===== config.mk =====
export PLATFORM = sky130hd
export DESIGN_NAME = scan_chain_ctl
export DESIGN_NICKNAME = d
export VERILOG_FILES = /design/src/rtl/scan_chain_ctl.sv
export SDC_FILE = /design/constraint.sdc
export NUM_CORES = 1
export LEC_CHECK = 0
export CORE_ASPECT_RATIO = 2
export CORE_UTILIZATION = 53
export DETAILED_ROUTE_END_ITERATION = 6
export PLACE_DENSITY = 0.79
export SYNTH_ARGS = -nofsm -noshare
export SYNTH_HDL_FRONTEND = slang
export SYNTH_SLANG_ARGS = --single-unit

===== constraint.sdc =====
create_clock -name CLK -period 2.99 [get_ports CLK]
set_clock_uncertainty 0.15 [all_clocks]
set_input_delay 0.598 -clock CLK [delete_from_list [all_inputs] [get_ports CLK]]
set_output_delay 0.598 -clock CLK [all_outputs]
set_load 0.01 [all_outputs]

===== src/rtl/scan_chain_ctl.sv =====
// scan_chain_ctl: scan-test initiator for one mux-D scan chain.
// Each test shifts a pattern into the chain, pulses capture with SCE low,
// then unloads the captured response from the chain tail into RESPONSE.
// Handshake: START is a level request honoured only on a launch edge (IDLE, or
// FIN for back-to-back tests); DONE is a one-cycle pulse marking RESPONSE valid;
// ABORT returns to IDLE on the next edge without DONE and without touching RESPONSE.
module scan_chain_ctl #(
    parameter int CHAIN_LEN      = 16,
    parameter int CAPTURE_CYCLES = 1
) (
    input  logic                 CLK,
    input  logic                 RESETB,
    input  logic                 START,
    input  logic                 ABORT,
    input  logic [CHAIN_LEN-1:0] PATTERN,
    input  logic                 SO,
    output logic                 SCE,
    output logic                 SCD,
    output logic                 BUSY,
    output logic                 DONE,
    output logic [CHAIN_LEN-1:0] RESPONSE
);

    localparam int CW = $clog2(CHAIN_LEN + 1);
    localparam logic [CW-1:0] SHIFT_LAST = CW'(CHAIN_LEN - 1);
    localparam logic [CW-1:0] CAP_LAST   = CW'(CAPTURE_CYCLES - 1);

    typedef enum logic [2:0] {
        S_IDLE    = 3'd0,
        S_SHIFT   = 3'd1,
        S_CAPTURE = 3'd2,
        S_UNLOAD  = 3'd3,
        S_FIN     = 3'd4
    } state_t;

    state_t                state_q,   state_d;
    logic [CW-1:0]         cnt_q,     cnt_d;
    logic [CHAIN_LEN-1:0]  shreg_q,   shreg_d;
    logic [CHAIN_LEN-1:0]  resp_sh_q, resp_sh_d;
    logic [CHAIN_LEN-1:0]  resp_q,    resp_d;
    logic                  sce_q,     sce_d;
    logic                  scd_q,     scd_d;
    logic                  busy_q,    busy_d;
    logic                  done_q,    done_d;
    logic                  launch;

    // Next-state and registered-output values for every state, abort applied last.
    always_comb begin
        state_d   = state_q;
        cnt_d     = cnt_q;
        shreg_d   = shreg_q;
        resp_sh_d = resp_sh_q;
        resp_d    = resp_q;
        sce_d     = 1'b0;
        scd_d     = 1'b0;
        busy_d    = 1'b1;
        done_d    = 1'b0;
        launch    = 1'b0;

        case (state_q)
            S_IDLE: begin
                busy_d = 1'b0;
                launch = START;
            end
            S_SHIFT: begin
                sce_d   = 1'b1;
                scd_d   = shreg_q[CHAIN_LEN-2];
                shreg_d = shreg_q << 1;
                cnt_d   = cnt_q + 1'b1;
                if (cnt_q == SHIFT_LAST) begin
                    state_d = S_CAPTURE;
                    cnt_d   = '0;
                    sce_d   = 1'b0;
                    scd_d   = 1'b0;
                end
            end
            S_CAPTURE: begin
                cnt_d = cnt_q + 1'b1;
                if (cnt_q == CAP_LAST) begin
                    state_d = S_UNLOAD;
                    cnt_d   = '0;
                    sce_d   = 1'b1;
                end
            end
            S_UNLOAD: begin
                sce_d     = 1'b1;
                resp_sh_d = {resp_sh_q[CHAIN_LEN-2:0], SO};
                cnt_d     = cnt_q + 1'b1;
                if (cnt_q == SHIFT_LAST) begin
                    state_d = S_FIN;
                    cnt_d   = '0;
                    sce_d   = 1'b0;
                    done_d  = 1'b1;
                    resp_d  = {resp_sh_q[CHAIN_LEN-2:0], SO};
                end
            end
            S_FIN: begin
                // The FIN exit edge doubles as the launch edge so a held START
                // runs tests back-to-back without an idle gap.
                state_d = S_IDLE;
                busy_d  = 1'b0;
                launch  = START;
            end
            default: begin
                state_d = S_IDLE;
                cnt_d   = '0;
                busy_d  = 1'b0;
            end
        endcase

        if (launch) begin
            state_d = S_SHIFT;
            cnt_d   = '0;
            shreg_d = PATTERN;
            sce_d   = 1'b1;
            scd_d   = PATTERN[CHAIN_LEN-1];
            busy_d  = 1'b1;
        end

        if (ABORT) begin
            state_d = S_IDLE;
            cnt_d   = '0;
            shreg_d = shreg_q;
            sce_d   = 1'b0;
            scd_d   = 1'b0;
            busy_d  = 1'b0;
            done_d  = 1'b0;
            resp_d  = resp_q;
        end
    end

    // State, counter, data registers and registered outputs.
    always_ff @(posedge CLK or negedge RESETB) begin
        if (!RESETB) begin
            state_q   <= S_IDLE;
            cnt_q     <= '0;
            shreg_q   <= '0;
            resp_sh_q <= '0;
            resp_q    <= '0;
            sce_q     <= 1'b0;
            scd_q     <= 1'b0;
            busy_q    <= 1'b0;
            done_q    <= 1'b0;
        end else begin
            state_q   <= state_d;
            cnt_q     <= cnt_d;
            shreg_q   <= shreg_d;
            resp_sh_q <= resp_sh_d;
            resp_q    <= resp_d;
            sce_q     <= sce_d;
            scd_q     <= scd_d;
            busy_q    <= busy_d;
            done_q    <= done_d;
        end
    end

    assign SCE      = sce_q;
    assign SCD      = scd_q;
    assign BUSY     = busy_q;
    assign DONE     = done_q;
    assign RESPONSE = resp_q;

endmodule

# Yosys cells after proc, flatten, opt, wreduce, memory -nomap -nowiden
# Cells that the tools add are included.
# totals
register_bits,58
latchBits,0
ramBits,0
romBits,0
in_bits,21
output_inout_bits,20
elab_cells,59
mem_count,0
# classes
add_sub_neg,1
mul,0
div,0
order_cmp,0
n_eq_ne,10
shift,0
n_mux,29
n_bitwise,1
reduce_logical,9
# ops
operator,count
15-bit 2-to-1 mux,2
5-bit 2-to-1 mux,4
1-bit 2-to-1 mux,15
3-bit 2-to-1 mux,5
5-bit one-hot mux with 3 select lines,1
"4-bit inequality test, second input constant",3
3-bit one-hot mux with 4 select lines,1
"3-bit by 2-bit == test with 1-bit output, second input constant",2
"5-bit by 1-bit adder with 5-bit output, second input constant",1
"5-bit by 4-bit == test with 1-bit output, second input constant",1
5-bit zero test,1
4-bit AND reduction,1
2-bit OR reduction,2
"3-bit by 1-bit == test with 1-bit output, second input constant",1
"3-bit == test, second input constant",1
3-bit zero test,1
"3-bit by 1-bit inequality test with 1-bit output, second input constant",1
"3-bit inequality test, second input constant",1
3-bit AND reduction,1
3-bit OR reduction,1
1-bit one-hot mux with 2 select lines,1
2-bit AND reduction,1
2-bit nonzero test,1
1-bit inverter,1

# Logic depth before layout (Yosys ltp)
# Gate-level depths: netlist of run 1.
# depth
word_depth,5
mapped_depth,8
ltp_nobuf,7

# Worst setup path before layout of run 1
# OpenSTA, ideal clock, no wires.
# synth_path
path_kind,register to register
from,register cnt_q[1]
to,"register resp_q[10], in the netlist RESPONSE[10]"
setup_time_ns,0.127
arrival_ns,1.843
required_ns,2.713
slack_ns,0.870
stages_incl_launch_ff,9
n_path_buf,1
period_less_slack_ns,2.120
path_cell_list,dfrtp_1 ha_1 nand3_1 inv_1 ha_1 nand2_1 nor4_4 buf_6 mux2_1
# synth_via
elab_chain_cells,2
# synth_rtl
item,line_no,source
"start, declared",37,"logic [CW-1:0] cnt_q, cnt_d;"
"start signal, assigned",146,cnt_q <= cnt_d;
5-bit by 4-bit == test with 1-bit output,89,if (cnt_q == SHIFT_LAST) begin
3-bit AND reduction (no line),n/a,
"end signal, assigned",149,resp_q <= resp_d;
"end, declared",40,"logic [CHAIN_LEN-1:0] resp_q, resp_d;"
# No other way between the ends.
# A chain may end at the register's enable or synchronous reset.

# Final worst setup path of run 1
# layout_path
from,register cnt_q[1]
to,"register resp_q[14], in the netlist RESPONSE[14]"
# Same word-level chain as after synthesis.

==> impl_metrics.toml, run 1 <==
[finish]
final_cell_mix = "58 x dfrtp_1, 49 x mux2_2, 39 x clkdlybuf4s50_1"
final_common_cell = "dfrtp_1"
multiInputGateArea_mm2 = 0.00103
nNetsFinal = 254
syn_to_final_growth_pct = 25.2
layout-drive-gt1-share_pct = 31.3
regArea_mm2 = 0.00145
n_fill_cell = 359
final_area_mm2 = 0.00321
n_antenna_cell = 0

[cts]
clock-sinks = 58
clock-root-buffer = "clkbuf_8"
cts_tree = "yes"
cts-hold-fix-buffers = 0
path_clk_slew_ps = 60
clock_path_buffers = 2
clk_latency_ps = 330
cts_buffers = 9
cts_setup_buffers = 0
cts_max_level = 3
cts_resized = 0

[synth]
yosysTopAreaCell = "dfrtp_1"
synth_cells = 182
synthXorXnorAreaFrac_pct = 1.02
synth_fa_ha_area_share_pct = 1.95
yosys_warnings = 0
synth_area_leaders = "dfrtp_1 57%, mux2_2 22%, mux2_1 4.4%"
avgSynthCellArea_um2 = 14.1
synth.area.mux_share_pct = 25.9
synth-main-ff-cell = "dfrtp_1"
synth-seq-cells = 58
synth.distinct_cells = 36
syn_area_mm2 = 0.00256
yosysSeqAreaShare_pct = 56.6
synth-simple-area-share_pct = 7.17
synth_compound_area_share_pct = 4.24
synth_top_area_share_pct = 56.6
synthArstFlopShare_pct = 100
synth_top_family_by_area = "multiplexers"
syn_nets = 207
synth_edf_count = 0

[power]
power_density_mw_per_mm2 = 595
seqPwrFrac_pct = 49.6
clkPwrFrac_pct = 35.1
intPower_w = 0.00146
sw_frac_of_total_pct = 23.8
max-vdd-ir-drop_mv = 0.478
comb_power_share_pct = 15.3
switching_power_w = 0.000454
power.leakage_nw = 1.47

[setup_path]
start_kind = "flip-flop"
critPathCaptureType = "flip-flop"
critPathArrivalTime_ps = 2360
crit_path_max_fanout = 17
worstSetupPathType = "flip-flop to flip-flop"
required_ps = 3040

[worst_hold_path]
hold_path.class = "input pin to async pin"

[global_route]
antenna_found_initial = 0
grt_overflow = 0
grt_pass1_wl_um = 8310
met1_usage_pct = 23.5
busiest_layer = "met2"
grtUsageMet3_pct = 4.85
grtUsageMet2_pct = 41.2
first_global_vias = 1788
grt_max_degree = 32
track_usage_pct = 22.7

[place]
gp_congestion = 0.725
io_buffers = 40
dp.final_hpwl_um = 3520
placed_cell_area_mm2 = 0.00302

[sta]
slew_viol_final = 0
tightest_slew_ps = 784
timing.final.crit_share_pct = 77.1
fmax_ghz = 0.434
slew-limit-headroom_pct = 47.6
rsz0062_at_grt = "false"
fin_crit_ps = 2310
hold_violations = 0
finalSetupTns_ps = 0
finalSetupViolCount = 0

[floorplan]
die-area_mm2 = 0.00514
core_area_mm2 = 0.00464
start_util_pct = 55.3
die_x_um = 51.2
placementRows = 35
dieHeight_um = 100
io_pins = 41

[route]
detail-route-antenna-nets = 0
viasPerCell = 5.64
drt_iter0_drc = 37
wl_per_cell_um = 17.2
drtPass1Iterations = 4
vias = 1625
routed_wirelength_um = 4960
drc_errors = 0

[run_status]
status = "complete, no violations"

[job]
maxCapViolCount = 0
==> cells in the mapped netlist, types with 2 or more instances <==
library cell / count
nor3_1: 2
a21oi_1: 2
o21ai_0: 3
or4b_1: 2
mux2_1: 10
nand2_1: 6
buf_2: 4
xor2_1: 2
mux2_2: 49
nand3_1: 3
dfrtp_1: 58
buf_4: 2
inv_1: 7
nor2_1: 4
nand2b_1: 2
ha_1: 4
o311a_1: 2
o21ai_1: 2
==> metal layers <==
layer	share of wire, %	vias to the layer above
met2	59	30
met4	1.8	0
met5	0	-
met3	3.3	10
li1	-	742
met1	36	843
==> path summary, 6_finish.rpt <==
check / start / to / slack [ps] / depth (start not counted)
worst min-delay path: RESETB / shreg_q[5]$_DFFE_PN0P_ / 140 / 1
worst max register to register: cnt_q[1]$_DFFE_PN0P_ / RESPONSE[14]$_DFFE_PN0P_ / 680 / 8
worst min register to register: RESPONSE[7]$_DFFE_PN0P_ / RESPONSE[7]$_DFFE_PN0P_ / 340 / 1
worst max-delay path: cnt_q[1]$_DFFE_PN0P_ / RESPONSE[14]$_DFFE_PN0P_ / 680 / 8
max in group asynchronous: RESETB / resp_sh_q[13]$_DFFE_PN0P_ / 1970 / 2
min in group CLK: RESPONSE[7]$_DFFE_PN0P_ / RESPONSE[7]$_DFFE_PN0P_ / 340 / 1
==> state kept, by name (all words and copies together), names as in the netlist <==
name / flops
BUSY: 1
resp_sh_q: 15
SCE: 1
DONE: 1
cnt_q: 5
RESPONSE: 16
shreg_q: 15
SCD: 1
state_q: 3
==> cell families (layout without fill, tap and decap cells) <==
logic type	Yosys count	in the layout
XOR/XNOR	3	3
AO/OA/AOI/OAI	15	15
adder cells (fa/ha/maj)	4	4
multiplexers	59	59
flip-flops	58	58
buffers and inverters	16	67
AND/OR/NAND/NOR	27	27
==> worst max-delay path, cell delays in order, from the launching register on <==
cell     delay (ps)
dfrtp_1         390
ha_1            220
nand3_1         120
inv_1            70
ha_1            210
nand2_1         160
nor4_4          190
buf_4           300
mux2_1          360
==> final cells by class <==
class,instances,area share (%)
inverters,8,0.935
clock buffers,14,5.69
repair buffers,44,13.6
flip-flops and latches,58,45.2
clock inverters,1,0.234
well taps,55,2.14
multi-input cells,108,32.2
==> per-stage QoR <==
step                instances  hold slack [ps]  power (W)  util (%)  worst slack, ps
finish                    288              139    0.00191      69.2              685
global route              288              197    0.00200      69.2              577
CTS                       288              143    0.00193      69.2              685
detailed placement        273              328    0.00126      65.1              420
global placement          273              320    0.00122      65.1              494
floorplan                 182              152    0.00115         -              870
==> power groups by stage <==
stage          Combinational [W]  Sequential (W)  Clock (W)
6_report                0.000292        0.000947   0.000671
2_1_floorplan           0.000203        0.000942          0
3_3_place_gp            0.000273        0.000951          0
3_5_place_dp            0.000295        0.000962          0
4_1_cts                 0.000297        0.000948   0.000688
5_1_grt                 0.000321        0.000960   0.000715
(Power assumes the default switching activity.)
==> run 2: changes to the inputs <==
clock period = 2.4 ns   (was 2.99 ns; I/O delays follow)
==> impl_metrics.toml, run 2 (synthesized netlist as in run 1, its figures left out) <==
[setup_path]
crit_slowest_cell = "dfrtp_1"
worstSetupPathType = "flip-flop to flip-flop"
reg2reg_to = "RESPONSE[15]$_DFFE_PN0P_"
critPathArrivalTime_ps = 2250
crit_path_max_fanout = 17
reg2reg_from = "cnt_q[1]$_DFFE_PN0P_"
reg2regPathDepth = 8
required_ps = 2450
reg2reg_slack_ps = 210
cpMostUsedCell = "ha_1"
critPathCaptureType = "flip-flop"
crit_chain = "ha_1 > nand3_1 > inv_1 > ha_1 > nand2_1 > nor4_4 > buf_12 > mux2_1"
start_kind = "flip-flop"
slowest_delay_ps = 400

[route]
wl_per_cell_um = 16.9
drc_errors = 0
viasPerCell = 5.52
detail-route-antenna-nets = 0
drt_iter0_drc = 23
vias = 1605
drtPass1Iterations = 4
routed_wirelength_um = 4930

[sta]
slew_viol_final = 0
rsz0062_at_grt = "false"
fmax_ghz = 0.456
finalSetupViolCount = 0
finalSetupTns_ps = 0
tightest_slew_ps = 728
hold_violations = 0
hold_slack_ps = 132
fin_crit_ps = 2190
slew-limit-headroom_pct = 51.3
timing.final.crit_share_pct = 91.4

[finish]
final_cell_mix = "58 x dfrtp_1, 49 x mux2_2, 39 x clkdlybuf4s50_1"
nNetsFinal = 256
syn_to_final_growth_pct = 26.6
n_antenna_cell = 0
largest_reg_flops = 16
layout-drive-gt1-share_pct = 31.4
final_common_cell = "dfrtp_1"

[job]
maxCapViolCount = 0

[power]
max-vdd-ir-drop_mv = 0.583
power_density_mw_per_mm2 = 750
power.leakage_nw = 1.49

[global_route]
first_global_vias = 1765
antenna_found_initial = 0
grt_pass1_wl_um = 8210
track_usage_pct = 22.4
grt_overflow = 0
grt_max_degree = 59

[floorplan]
dieHeight_um = 100
start_util_pct = 55.3
die_x_um = 51.2
core_area_mm2 = 0.00464
die-area_mm2 = 0.00514
io_pins = 41
placementRows = 35

[cts]
path_clk_slew_ps = 60
cts_buffers = 9
cts_setup_buffers = 0
clock_path_buffers = 2
clk_latency_ps = 330
clock-root-buffer = "clkbuf_8"
cts-hold-fix-buffers = 0
clock-sinks = 58
cts_tree = "yes"
cts_max_level = 3
cts_resized = 0

[place]
dp.final_hpwl_um = 3420
gp_congestion = 0.718
io_buffers = 40

[worst_hold_path]
hold_path.class = "input pin to async pin"

[run_status]
status = "complete, no violations"
[run 2: changes by cell type in the layout (fill, tap and decap cells not counted)]
cell	delta
clkbuf_1	+2
clkbuf_8	-2
buf_12	+1
buf_4	+1
bufinv_16	+1
clkinv_2	+1
clkinvlp_4	-1
[run 2: report_power, final]
group | leakage [nW] | internal (W) | switching, W
sequential | 0.771 | 0.00111 | 0.0000739
clock | 0.101 | 0.000536 | 0.000350
combinational | 0.614 | 0.000224 | 0.000142
[run 2: critical path: cells and delay by family (launching register included)]
| kind | cells | cell delay [ps] |
|---|---|---|
| adder cells (fa/ha/maj) | 2 | 400 |
| buffers and inverters | 2 | 270 |
| flip-flops | 1 | 400 |
| multiplexers | 1 | 340 |
| AND/OR/NAND/NOR | 3 | 500 |
[run 2: how the worst max path moves through the flow]
stage / from / to / slack (ps) / cells after the start
after floorplan: cnt_q[1]$_DFFE_PN0P_ / RESPONSE[10]$_DFFE_PN0P_ / 280 / 8
after global placement: START / shreg_q[5]$_DFFE_PN0P_ / 160 / 5
after detailed placement: ABORT / cnt_q[1]$_DFFE_PN0P_ / 120 / 4
after CTS: cnt_q[1]$_DFFE_PN0P_ / RESPONSE[1]$_DFFE_PN0P_ / 200 / 8
after global routing: cnt_q[1]$_DFFE_PN0P_ / RESPONSE[8]$_DFFE_PN0P_ / 50 / 8
final: cnt_q[1]$_DFFE_PN0P_ / RESPONSE[15]$_DFFE_PN0P_ / 210 / 8
[run 2: per-stage QoR]
step / util [%] / cell area (um2) / power [W] / cells / setup slack (ps)
after floorplan: - / 2560 / 0.00143 / 182 / 280
after global placement: 65.7 / 3050 / 0.00153 / 275 / 159
after detailed placement: 65.7 / 3050 / 0.00157 / 275 / 117
after CTS: 69.9 / 3250 / 0.00247 / 291 / 196
after global routing: 69.9 / 3250 / 0.00256 / 291 / 52.6
final: 69.9 / 3250 / 0.00243 / 291 / 207
[run 2: layout make-up]
cell class | count | area (um2)
sequential | 58 | 1450
fill | 351 | 1400
multi-input combinational | 108 | 1030
timing repair buffer | 46 | 465
clock buffer | 14 | 163
tap | 55 | 68.8
clock inverter | 2 | 35.0
inverter | 8 | 30.0
[run 2: routing by layer]
layer	track usage, %	vias to the layer above	wire (um)
met5	0	-	0
met4	10.3	0	90
met3	6.67	8	216
met2	38.7	32	2680
met1	24.6	814	1940
li1	-	751	-
